### src/rtl/scan_chain_ctrl_pkg.sv
// Shared definitions for the scan chain controller: FSM state encoding
// and the default chain-length width.
package scan_chain_ctrl_pkg;

  localparam int LEN_W_DEF = 8;

  typedef logic [2:0] state_t;

  localparam logic [2:0] ST_IDLE      = 3'd0;
  localparam logic [2:0] ST_SHIFT_IN  = 3'd1;
  localparam logic [2:0] ST_CAPTURE   = 3'd2;
  localparam logic [2:0] ST_SHIFT_OUT = 3'd3;
  localparam logic [2:0] ST_FIN       = 3'd4;

endpackage

### src/rtl/scan_shift_cnt.sv
// Loadable down-counter that tracks the remaining shifts in a scan phase.
// Load wins over decrement; the count saturates at zero instead of wrapping.
module scan_shift_cnt #(
  parameter int LEN_W = 8
) (
  input  logic             clk,
  input  logic             rst_n,
  input  logic             load,
  input  logic [LEN_W-1:0] load_val,
  input  logic             dec,
  output logic [LEN_W-1:0] cnt,
  output logic             is_one
);

  always_ff @(posedge clk or negedge rst_n) begin
    if (!rst_n) begin
      cnt <= '0;
    end else if (load) begin
      cnt <= load_val;
    end else if (dec && (cnt != '0)) begin
      cnt <= cnt - LEN_W'(1);
    end
  end

  assign is_one = (cnt == LEN_W'(1));

endmodule

### src/rtl/scan_chain_ctrl.sv
// Scan chain sequencer: streams stimulus into one chain, optionally pulses a
// functional capture, then unloads the chain tail-first on a valid-only stream.
module scan_chain_ctrl
  import scan_chain_ctrl_pkg::*;
#(
  parameter int LEN_W = LEN_W_DEF
) (
  input  logic             CLK,
  input  logic             R,
  input  logic             START,
  input  logic [LEN_W-1:0] LEN,
  input  logic             CAP_EN,
  input  logic             SI,
  input  logic             SI_VALID,
  output logic             SI_READY,
  input  logic             SCAN_OUT,
  output logic             SCAN_IN,
  output logic             SE,
  output logic             CHAIN_CE,
  output logic             SO,
  output logic             SO_VALID,
  output logic             BUSY,
  output logic             DONE
);

  state_t           state;
  state_t           state_nxt;
  logic [LEN_W-1:0] n_lat;
  logic             cap_lat;
  logic [LEN_W-1:0] cnt;
  logic [LEN_W-1:0] load_val;
  logic             cnt_load;
  logic             cnt_dec;
  logic             cnt_is_one;
  logic             start_ok;
  logic             shift;

  assign start_ok = (state == ST_IDLE) && START && (LEN != '0);
  assign shift    = ((state == ST_SHIFT_IN) && SI_VALID) || (state == ST_SHIFT_OUT);
  assign cnt_load = start_ok || (state == ST_CAPTURE);
  assign cnt_dec  = shift && (cnt != '0);
  assign load_val = (state == ST_IDLE) ? LEN : n_lat;

  scan_shift_cnt #(
    .LEN_W(LEN_W)
  ) u_cnt (
    .clk     (CLK),
    .rst_n   (R),
    .load    (cnt_load),
    .load_val(load_val),
    .dec     (cnt_dec),
    .cnt     (cnt),
    .is_one  (cnt_is_one)
  );

  always_comb begin
    state_nxt = state;
    case (state)
      ST_IDLE: begin
        if (START) begin
          state_nxt = (LEN != '0) ? ST_SHIFT_IN : ST_FIN;
        end
      end
      ST_SHIFT_IN: begin
        if (SI_VALID && cnt_is_one) begin
          state_nxt = cap_lat ? ST_CAPTURE : ST_FIN;
        end
      end
      ST_CAPTURE:   state_nxt = ST_SHIFT_OUT;
      ST_SHIFT_OUT: begin
        if (cnt_is_one) begin
          state_nxt = ST_FIN;
        end
      end
      ST_FIN:       state_nxt = ST_IDLE;
      default:      state_nxt = ST_IDLE;
    endcase
  end

  always_ff @(posedge CLK or negedge R) begin
    if (!R) begin
      state <= ST_IDLE;
    end else begin
      state <= state_nxt;
    end
  end

  // Sequence parameters are only consumed while busy, so they carry no reset.
  always_ff @(posedge CLK) begin
    if (start_ok) begin
      n_lat   <= LEN;
      cap_lat <= CAP_EN;
    end
  end

  // Unload stage: the tail bit seen on a shift edge is presented the next cycle.
  always_ff @(posedge CLK or negedge R) begin
    if (!R) begin
      SO       <= 1'b0;
      SO_VALID <= 1'b0;
    end else begin
      SO_VALID <= shift;
      if (shift) begin
        SO <= SCAN_OUT;
      end
    end
  end

  always_comb begin
    SI_READY = 1'b0;
    SCAN_IN  = 1'b0;
    SE       = 1'b0;
    CHAIN_CE = 1'b0;
    BUSY     = (state != ST_IDLE);
    DONE     = (state == ST_FIN);
    case (state)
      ST_SHIFT_IN: begin
        SI_READY = 1'b1;
        SCAN_IN  = SI;
        SE       = 1'b1;
        CHAIN_CE = SI_VALID;
      end
      ST_CAPTURE: begin
        CHAIN_CE = 1'b1;
      end
      ST_SHIFT_OUT: begin
        SE       = 1'b1;
        CHAIN_CE = 1'b1;
      end
      default: ;
    endcase
  end

endmodule

### config.mk
export PLATFORM = sky130hd
export DESIGN_NAME = scan_chain_ctrl
export DESIGN_NICKNAME = d
export VERILOG_FILES = /design/src/rtl/scan_chain_ctrl_pkg.sv /design/src/rtl/scan_shift_cnt.sv /design/src/rtl/scan_chain_ctrl.sv
export SDC_FILE = /design/constraint.sdc
export NUM_CORES = 1
export LEC_CHECK = 0
export ABC_AREA = 1
export BUFFER_PORTS_ARGS = -buffer_cell sky130_fd_sc_hd__buf_2
export CORE_ASPECT_RATIO = 1.25
export CORE_MARGIN = 1
export CORE_UTILIZATION = 49
export DETAILED_ROUTE_END_ITERATION = 8
export PLACE_DENSITY = 0.82
export REMOVE_ABC_BUFFERS = 1
export SLEW_MARGIN = 20
export SYNTH_ARGS = -nofsm -noshare
export SYNTH_HDL_FRONTEND = slang
export SYNTH_SLANG_ARGS = --single-unit
export TNS_END_PERCENT = 20
### constraint.sdc
create_clock -name CLK -period 1.7 [get_ports CLK]
set_input_delay 0.425 -clock CLK [delete_from_list [all_inputs] [get_ports CLK]]
set_output_delay 0.425 -clock CLK [all_outputs]
set_load 0.01 [all_outputs]
* Yosys cells after proc, flatten, opt, wreduce, memory -nomap -nowiden
Cells that the tools add are included.
** Word-level totals
- Bits in registers :: 22
- Input bits :: 15
- Output and inout bits :: 8
- Word-level logic and storage cells :: 44
** Operators by class
- Add/subtract/negate cells :: 1
- Equal/unequal tests :: 8
- Mux-type cells :: 13
- Reductions and logical operators :: 16
** Operators by type and width (number)
- $mux 8 :: 3
- $reduce_bool 8->1 :: 2
- $mux 3 :: 5
- $pmux 3 s4 :: 1
- $eq 8x1->1 const B :: 1
- $sub 8x1->8 const B :: 1
- $eq 3x2->1 const B :: 2
- $logic_and 1x1->1 :: 6
- $ne 2x2->1 const B :: 2
- $reduce_or 2->1 :: 2
- $eq 3x1->1 const B :: 1
- $eq 3x3->1 const B :: 1
- $logic_not 3->1 :: 1
- $mux 1 :: 3
- $reduce_and 3->1 :: 1
- $reduce_bool 3->1 :: 1
- $logic_or 1x1->1 :: 2
- $ne 2x1->1 const B :: 1
- $pmux 1 s2 :: 1
- $reduce_bool 2->1 :: 1

* Longest topological paths before layout
Gate-level depths: netlist of the first run.
- Depth in word-level cells :: 7
- Gate-level depth with buffers :: 10
- Gate-level depth less buffers :: 9

* Modules after synthesis
From an unflattened synthesis of the first run, not the netlist that was laid out.
** Second synthesis, totals
- Cells, all modules :: 180
- Area total of the unflattened synthesis :: 1367.6 um^2
** By module, submodules not included
- scan_chain_ctrl :: instances 1, cells each 90, area each 734.5 um^2, seq. area each 395.4 um^2
- scan_shift_cnt :: instances 1, cells each 90, area each 633.1 um^2, seq. area each 200.2 um^2

* Worst setup path before layout of the first run
OpenSTA, ideal clock, no wires.
- Path type :: register -> register
- From :: register state[0]
- To :: register u_cnt.cnt[0]
- Setup time :: 124 ps
- Arrival time :: 1631 ps
- Data required time :: 1576 ps
- Setup slack :: -55 ps
- Cell stages (with the launch flop) :: 8
- Path buffers :: 1
- Period minus slack after synthesis :: 1755 ps
- Path through :: dfrtp_1 -> nor2_4 -> nand3_1 -> nor2_1 -> nor2_2 -> buf_6 -> nand3_1 -> nand3_1
** Between the ends
- Elaborated cells on any way between the ends :: 14
- Classes of those cells :: eq/ne (3); mux (2); reduce/logical (9)
** RTL lines
- from (decl) :: RTL line scan_chain_ctrl.sv:26 : state_t state;
- from (signal assigned) :: RTL line scan_chain_ctrl.sv:84 : state <= state_nxt;
- $logic_not 3->1 * :: RTL line scan_chain_ctrl.sv:38 : assign start_ok = (state == ST_IDLE) && START && (LEN != '0);
- $logic_and 1x1->1 * (2 in series) :: RTL line scan_chain_ctrl.sv:38
- net start_ok :: RTL line scan_chain_ctrl.sv:35 : logic start_ok;
- $logic_or 1x1->1 * :: RTL line scan_chain_ctrl.sv:40 : assign cnt_load = start_ok || (state == ST_CAPTURE);
- $mux 8 or $reduce_bool 2->1 (tied branches)
- to (signal assigned) :: RTL line scan_shift_cnt.sv:19 : cnt <= load_val;
- to (signal assigned) :: RTL line scan_shift_cnt.sv:21 : cnt <= cnt - LEN_W'(1);
- to (decl) :: RTL line scan_shift_cnt.sv:11 : output logic [LEN_W-1:0] cnt,
The timed path passes the listed nets; every way through them passes the cells marked *.
A chain may end at the register's enable or synchronous reset.

* Worst setup path in the final report of the first run
- From :: register state[1]
- To :: output CHAIN_CE
** Between the ends
- Word-level cells in the longest chain between the ends :: 3
- Elaborated cells on any way between the ends :: 5
- Classes of those cells :: eq/ne (3); mux (1); reduce/logical (1)
** Ends and longest elaborated chain
- $eq 3x2->1 :: RTL line scan_chain_ctrl.sv:116 : case (state)
- $reduce_or 2->1 (no source line)
- $pmux 1 s2 * :: RTL line scan_chain_ctrl.sv:116
- to (decl) :: RTL line scan_chain_ctrl.sv:19 : output logic CHAIN_CE,
Mark *: on every way between the ends. The rest lies on a longest branch, timed or not.

==> key figures, run 1 <==
Outcome
  – Outcome: completed

Timing
  – Max-slew headroom: 79.6%
  – Final Max Slew Viols: 0
  – Post-route setup slack: 48.1 ps
  – Fin crit period: 1650 ps
  – Hold Violations, Final: 0
  – Final period util: 97.2%
  – Setup Viol. Count Final: 0
  – RSZ-0062 raised after global routing: false
  – Max Fclk: 605 MHz
  – Final clock skew: 6.80 ps
  – Worst slew pin tran: 302 ps

Layout
  – Share of cells above drive strength 1: 25.6%
  – FF/Latch Area: 598 sq um
  – Area growth from synthesis to layout: 20.4%
  – Fin cells: 244
  – Multi-input gate area: 629 sq um
  – Layout net count: 229
  – Commonest non-fill, non-tap cells in the layout: nand2_1 (51), nand3_1 (23), nor2_1 (22), buf_2 (22), inv_1 (19)
  – Most common cell after layout, fill and taps aside: nand2_1
  – Fillers: 227
  – Diode count: 0

Placed design
  – Post-DP HPWL: 2.18 mm
  – Port Buffers: 22
  – Placed cell count: 234
  – RePlAce Congestion: 0.800
  – Pre-CTS setup slack: 156 ps

Pwr
  – Power density over the cells: 1700 mW/mm^2
  – Leakage Power: 0.807 nW
  – Worst VDD drop: 1.02 mV

Synth
  – Register area share after synthesis: 44.9%
  – YS warnings: 0
  – Mapped Cells: 174
  – Synth area leader: dfrtp_1
  – Synth top area share: 24.5%
  – EDFF count, synth: 9
  – Largest cells by area after synthesis: dfrtp_1 (25%), edfxtp_1 (20%), nand2_1 (15%)
  – Synthesized area: 0.00133 sq mm
  – Yosys reg bits: 22
  – FFs w/ async S/R, synth: 59.1%
  – Ys flop type: dfrtp_1
  – Syn Area/Cell: 7.63 sq um
  – Yosys cell types: 27

Route
  – Residual DRC: 0
  – Routed wire length: 2.78 mm
  – Drt via density: 5.02
  – Avg WL per Cell: 11.4 um
  – Initial drt markers: 36
  – 1st-pass router iterations: 4
  – Final ANT Viol Nets: 0
  – Vias: 1226

Critical path
  – Required time worst endpoint: 1270 ps
  – CP Class: flop to output pin
  – Path depth of the worst reg2reg path: 10
  – R2R Path End: u_cnt.cnt[7]
  – CP startpoint kind: flop
  – Critical Path AT: 1230 ps
  – Reg-to-reg startpoint: state[1]
  – Reg-to-reg setup timing slack: 180 ps
  – CP max FO: 6
  – Crit path capture type: output pin

Min path
  – Hold crit path type: input port to flop
  – Hold path depth: 1
  – Worst Hold Endpoint: cap_lat
  – HP Start: CAP_EN

Floorplanning
  – # IOs: 23
  – Rows: 20
  – Initial Util: 53.0%
  – Die X: 48.6 um
  – Core ar.: 0.00250 sq mm
  – Die footprint: 0.00292 sq mm
  – Die Y: 60.2 um

CTS
  – Clk pin slew, worst setup/hold paths: 110 ps
  – Clock root cell: clkbuf_4
  – CTS tree: done
  – Total CTS buffers: 3
  – Sinks on the clock net: 22
  – H-tree levels: 1
  – Clock Latency Late Sink: 300 ps
  – Maximum clock path buffer count: 2

Flow run
  – Max-cap violation count: 0

GRT
  – Largest net degree at the start of global routing: 14
  – Initial antenna violation count: 0
  – Global-route wire length before repair: 4.37 mm
  – Via count of the first global-routing pass: 1137
  – GRT overflow: 0
  – Total track usage: 19.9%
## layout make-up
cell class	instances	area share (%)
Sequential cell	22	37.4
Clock buffer	4	1.64
Timing Repair Buffer	37	14.1
Inverter	20	4.86
Multi-Input combinational cell	128	39.4
Tap cell	33	2.58
## sequential cells by signal, indices dropped and copies added, names as in the netlist
register and cells:
state 3, SO 1, cap_lat 1, u_cnt.cnt 8, n_lat 8, SO_VALID 1
## synthesized netlist by cell type, types with 2 or more instances
cell and count:
or2_2 3, ha_1 2, nand2_1 52, inv_1 19, buf_6 2, nand3_1 24, dfrtp_1 13, edfxtp_1 9
nor2_1 22, o21ai_0 9, nand4_1 3
## per-stage QoR
| stage | instance area [sq um] | setup TNS [ps] | hold slack [ps] | total power [mW] | util (%) |
|---|---|---|---|---|---|
| 2_1_floorplan | 1290 | -386 | 129 | 1.90 | - |
| 3_3_place_gp | 1510 | 0 | 330 | 2.34 | 60.4 |
| 3_5_place_dp | 1510 | 0 | 332 | 2.40 | 60.4 |
| 4_1_cts | 1590 | 0 | 294 | 2.70 | 63.4 |
| 5_1_grt | 1600 | 0 | 289 | 2.96 | 63.8 |
| 6_report | 1600 | 0 | 293 | 2.72 | 63.8 |
## how the worst max path moves through the flow
stage                             from            to  slack (ps)
final                         state[1]      CHAIN_CE          50
after global routing      u_cnt.cnt[1]  u_cnt.cnt[5]          10
after CTS                     state[1]          BUSY          50
after detailed placement      state[2]  u_cnt.cnt[4]         160
after global placement    u_cnt.cnt[0]  u_cnt.cnt[2]         190
after floorplan               state[0]  u_cnt.cnt[2]         -80
## cells by family (layout without fill, tap and decap cells)
kind of cell,after synthesis,after routing,synth area share [%]
flip-flops,22,22,44.9
AO/OA/AOI/OAI,14,14,6.50
buffers and inverters,24,61,8.29
AND/OR/NAND/NOR,110,110,36.9
adder cells (fa/ha/maj),2,2,1.88
multiplexers,1,1,0.848
XOR/XNOR,1,1,0.660
## worst max-delay path, cell delays in order (launching register included)
cell and delay (ps):
dfrtp_2 430, nand3b_4 200, o21ai_0 150, buf_2 150
## power breakdown
| group | internal [mW] | switching [mW] |
|---|---|---|
| Clock | 0.0915 | 0.155 |
| Sequential | 0.742 | 0.145 |
| Combinational | 0.668 | 0.920 |
## repair_timing
action | CTS | global route
gates resized for setup | 4 | 1
hold endpoints to repair | 5 | 0
setup endpoints to repair | 4 | 4
buffers inserted | 4 | 1
hold buffers | 1 | 0
## routing by layer
layer	GRT usage, %	vias to the layer above	wire length [um]
li1	-	637	-
met1	20.0	553	1110
met2	40.8	29	1520
met3	2.29	7	100
met4	9.66	0	49
met5	0	-	0
No activity file was read; power rests on OpenSTA's default activity.
==> inputs of run 2 (changes only) <==
CORE_UTILIZATION = 50   (was 49)
PLACE_DENSITY = 0.83   (was 0.82)
SYNTH_HIERARCHICAL = 1   (was not set)
==> run 2 against run 1 <==
Power is 23% higher. The flow now finishes with violations (negative setup slack). Critical endpoint unchanged. Synthesized cell count rose by 3.4%. Global-route usage increased by 1.4 points. Synthesized area grew 3.0%. Count of clock-buffer cells in the layout decreased by 1.
==> key figures, run 2 <==
Outcome
  – Outcome: complete, but fails checks
  – Failing checks: negative setup slack

Critical path
  – R2R Path End: n_lat[1]
  – Start point of the critical path: state[2]
  – Reg-to-reg setup timing slack: 130 ps (-50 ps)
  – Path depth of the worst reg2reg path: 6 (-4)
  – Critical Path AT: 1350 ps (+120 ps)
  – Crit path capture type: output pin
  – Reg-to-reg startpoint: state[1]
  – CP max FO: 3 (-3)
  – CP Class: flop to output pin
  – CP startpoint kind: flop
  – Required time worst endpoint: 1270 ps (about the same)

Synth
  – Register area share after synthesis: 43.5% (-1.3 points)
  – Ys flop type: dfrtp_1
  – EDFF count, synth: 9 (unchanged)
  – Top-count cell post-synth: nand2_1
  – Synthesized area: 0.00137 sq mm (+3.0%)
  – FFs w/ async S/R, synth: 59.1% (unchanged)
  – Largest cells by area after synthesis: dfrtp_1 (24%), nand2_1 (20%), edfxtp_1 (20%)
  – Mapped Cells: 180 (+3.4%)
  – Syn Area/Cell: 7.60 sq um (-0.42%)
  – Yosys reg bits: 22 (unchanged)
  – Yosys cell types: 23 (-15%)
  – Synth top area share: 23.8% (-0.72 points)
  – Synth area leader: dfrtp_1
  – YS warnings: 6 (+6)
  – Most instantiated cells after synthesis: nand2_1 (74), nor2_1 (16), inv_1 (15)

Timing
  – Final Max Slew Viols: 0 (unchanged)
  – Final period util: 104% (+7.3 points)
  – Hold Violations, Final: 0 (unchanged)
  – Worst slew pin tran: 331 ps (+29.2 ps)
  – Post-route setup slack: -75.8 ps (-124 ps)
  – Max Fclk: 563 MHz (-7.0%)
  – Max-slew headroom: 77.9% (-1.8 points)
  – Setup Viol. Count Final: 2 (+2)
  – Fin crit period: 1780 ps (+124 ps)
  – Hold_ws: 276 ps (-17.7 ps)
  – Setup TNS Final: -80.3 ps (-80.3 ps)
  – Final clock skew: 14.5 ps (+7.69 ps)
  – RSZ-0062 raised after global routing: true

GRT
  – Met3 usage: 3.01% (+0.72 points)
  – Via count of the first global-routing pass: 1208 (+6.2%)
  – Met2 usage: 40.3% (-0.57 points)
  – Largest net degree at the start of global routing: 14 (unchanged)
  – Total track usage: 21.3% (+1.4 points)
  – GRT overflow: 0 (unchanged)
  – Busiest grt layer: met2
  – GR met1 Demand/Resource: 23.9% (+3.9 points)
  – Global-route wire length before repair: 4.76 mm (+8.8%)
  – Initial antenna violation count: 0 (unchanged)

Placed design
  – Post-DP HPWL: 2.04 mm (-6.4%)
  – RePlAce Congestion: 0.868 (+8.5%)
  – Placed cell areas: 0.00153 sq mm (+1.4%)
  – Port Buffers: 22 (unchanged)

Layout
  – Multi-input gate area: 689 sq um (+9.5%)
  – Final Cell Area: 0.00166 sq mm (+3.6%)
  – Fillers: 224 (-1.3%)
  – Most common cell after layout, fill and taps aside: nand2_1
  – Share of cells above drive strength 1: 29.0% (+3.4 points)
  – Final core utilization: 66.1% (+2.3 points)
  – Commonest non-fill, non-tap cells in the layout: nand2_1 (71), buf_2 (21), nor2_1 (16)
  – FF/Latch Area: 597 sq um (-0.21%)
  – Area growth from synthesis to layout: 21.0%
  – Diode count: 0 (unchanged)
  – Layout net count: 233 (+1.7%)
  – Top Registers: n_lat: 8 flops, u_cnt/cnt: 8 flops, state: 3 flops

Flow run
  – Max-cap violation count: 0 (unchanged)

Floorplanning
  – # IOs: 23 (unchanged)
  – Die footprint: 0.00295 sq mm (+0.91%)
  – Rows: 20 (unchanged)
  – Core ar.: 0.00250 sq mm (unchanged)
  – Die Y: 60.5 um (+0.46%)
  – Die X: 48.8 um (+0.45%)
  – Initial Util: 54.7% (+1.6 points)

Min path
  – Hold crit path type: input port to flop
  – HP Start: CAP_EN
  – Hold path depth: 1 (unchanged)
  – Worst Hold Endpoint: cap_lat

Route
  – 1st-pass router iterations: 4 (unchanged)
  – Routed wire length: 2.76 mm (-0.54%)
  – Initial drt markers: 34 (-5.6%)
  – Residual DRC: 0 (unchanged)
  – Avg WL per Cell: 11.2 um (-1.7%)
  – Final ANT Viol Nets: 0 (unchanged)
  – Drt via density: 5.00 (-0.41%)
  – Vias: 1236 (+0.82%)

CTS
  – Sinks on the clock net: 22 (unchanged)
  – Clock root cell: clkbuf_4
  – Clock Latency Late Sink: 310 ps (about the same)
  – Maximum clock path buffer count: 2 (unchanged)
  – Total CTS buffers: 3 (unchanged)
  – CTS tree: done
  – Clk pin slew, worst setup/hold paths: 130 ps (+20 ps)
  – H-tree levels: 1 (unchanged)

Pwr
  – Power density over the cells: 2020 mW/mm^2 (+19%)
  – Worst VDD drop: 1.03 mV (+1.2%)
  – Leakage Power: 0.844 nW (+4.6%)
-- run 2: cells by family (layout without fill, tap and decap cells) --
family / Yosys count / in the layout / synth area share, %
and+or+nand+nor: 118 / 118 / 37.9
adders and majority gates: 3 / 3 / 2.75
DFF: 22 / 22 / 43.5
buffers and inverters: 21 / 55 / 6.95
xor gates and xnor gates: 1 / 1 / 0.641
AOI/OAI and AO/OA: 15 / 15 / 8.23
-- run 2: how the worst max path moves through the flow --
stage | end | slack (ps) | cells past startpoint
after floorplan | u_cnt/cnt[3] | -10 | 10
after global placement | u_cnt/cnt[1] | 110 | 9
after detailed placement | u_cnt/cnt[0] | 70 | 9
after CTS | CHAIN_CE | -20 | 8
after global routing | CHAIN_CE | -140 | 8
final | CHAIN_CE | -80 | 8
-- run 2: report_power, final --
part | internal, mW | switching, mW
logic | 0.810 | 1.20
registers | 0.761 | 0.178
clock network | 0.238 | 0.159
-- run 2: what timing repair did --
action                                 4_1_cts  5_1_grt
setup endpoints to repair                    2        7
pin swaps                                    0        0
gates resized for setup                      4        9
endpoints found under the hold margin       13        0
hold buffers                                 1        0
buffers inserted                             3        1
-- run 2: per-stage QoR --
stage	worst slack, ps	std cells	power, mW
after floorplan	-11.7	178	2.24
after global placement	114	238	2.70
after detailed placement	67.4	238	2.73
after CTS	-19.0	246	3.23
after global routing	-136	247	3.66
final	-75.8	247	3.35
-- run 2: cell type report --
class / instances / area share (%)
clock inverters: 1 / 1.81
repair buffers: 32 / 12.2
well taps: 33 / 2.49
flip-flops and latches: 22 / 36.1
multi-input cells: 137 / 41.6
inverters: 19 / 4.46
clock buffers: 3 / 1.36
-- run 2: worst max-delay path, stage by stage, from the launching register on --
cell and delay (ps):
dfrtp_1 420, inv_2 100, nand2_2 70, inv_2 80
nand2_2 60, inv_2 60, nand2_2 50, o21ai_1 60
buf_2 140
-- run 2: routing by layer --
metal  share of wire [%]  up-vias  wire length (um)
li1                    -      641                 -
met4                 1.3        0                35
met5                   0        -                 0
met2                  52       40              1450
met1                  42      551              1160
met3                 4.3        4               120
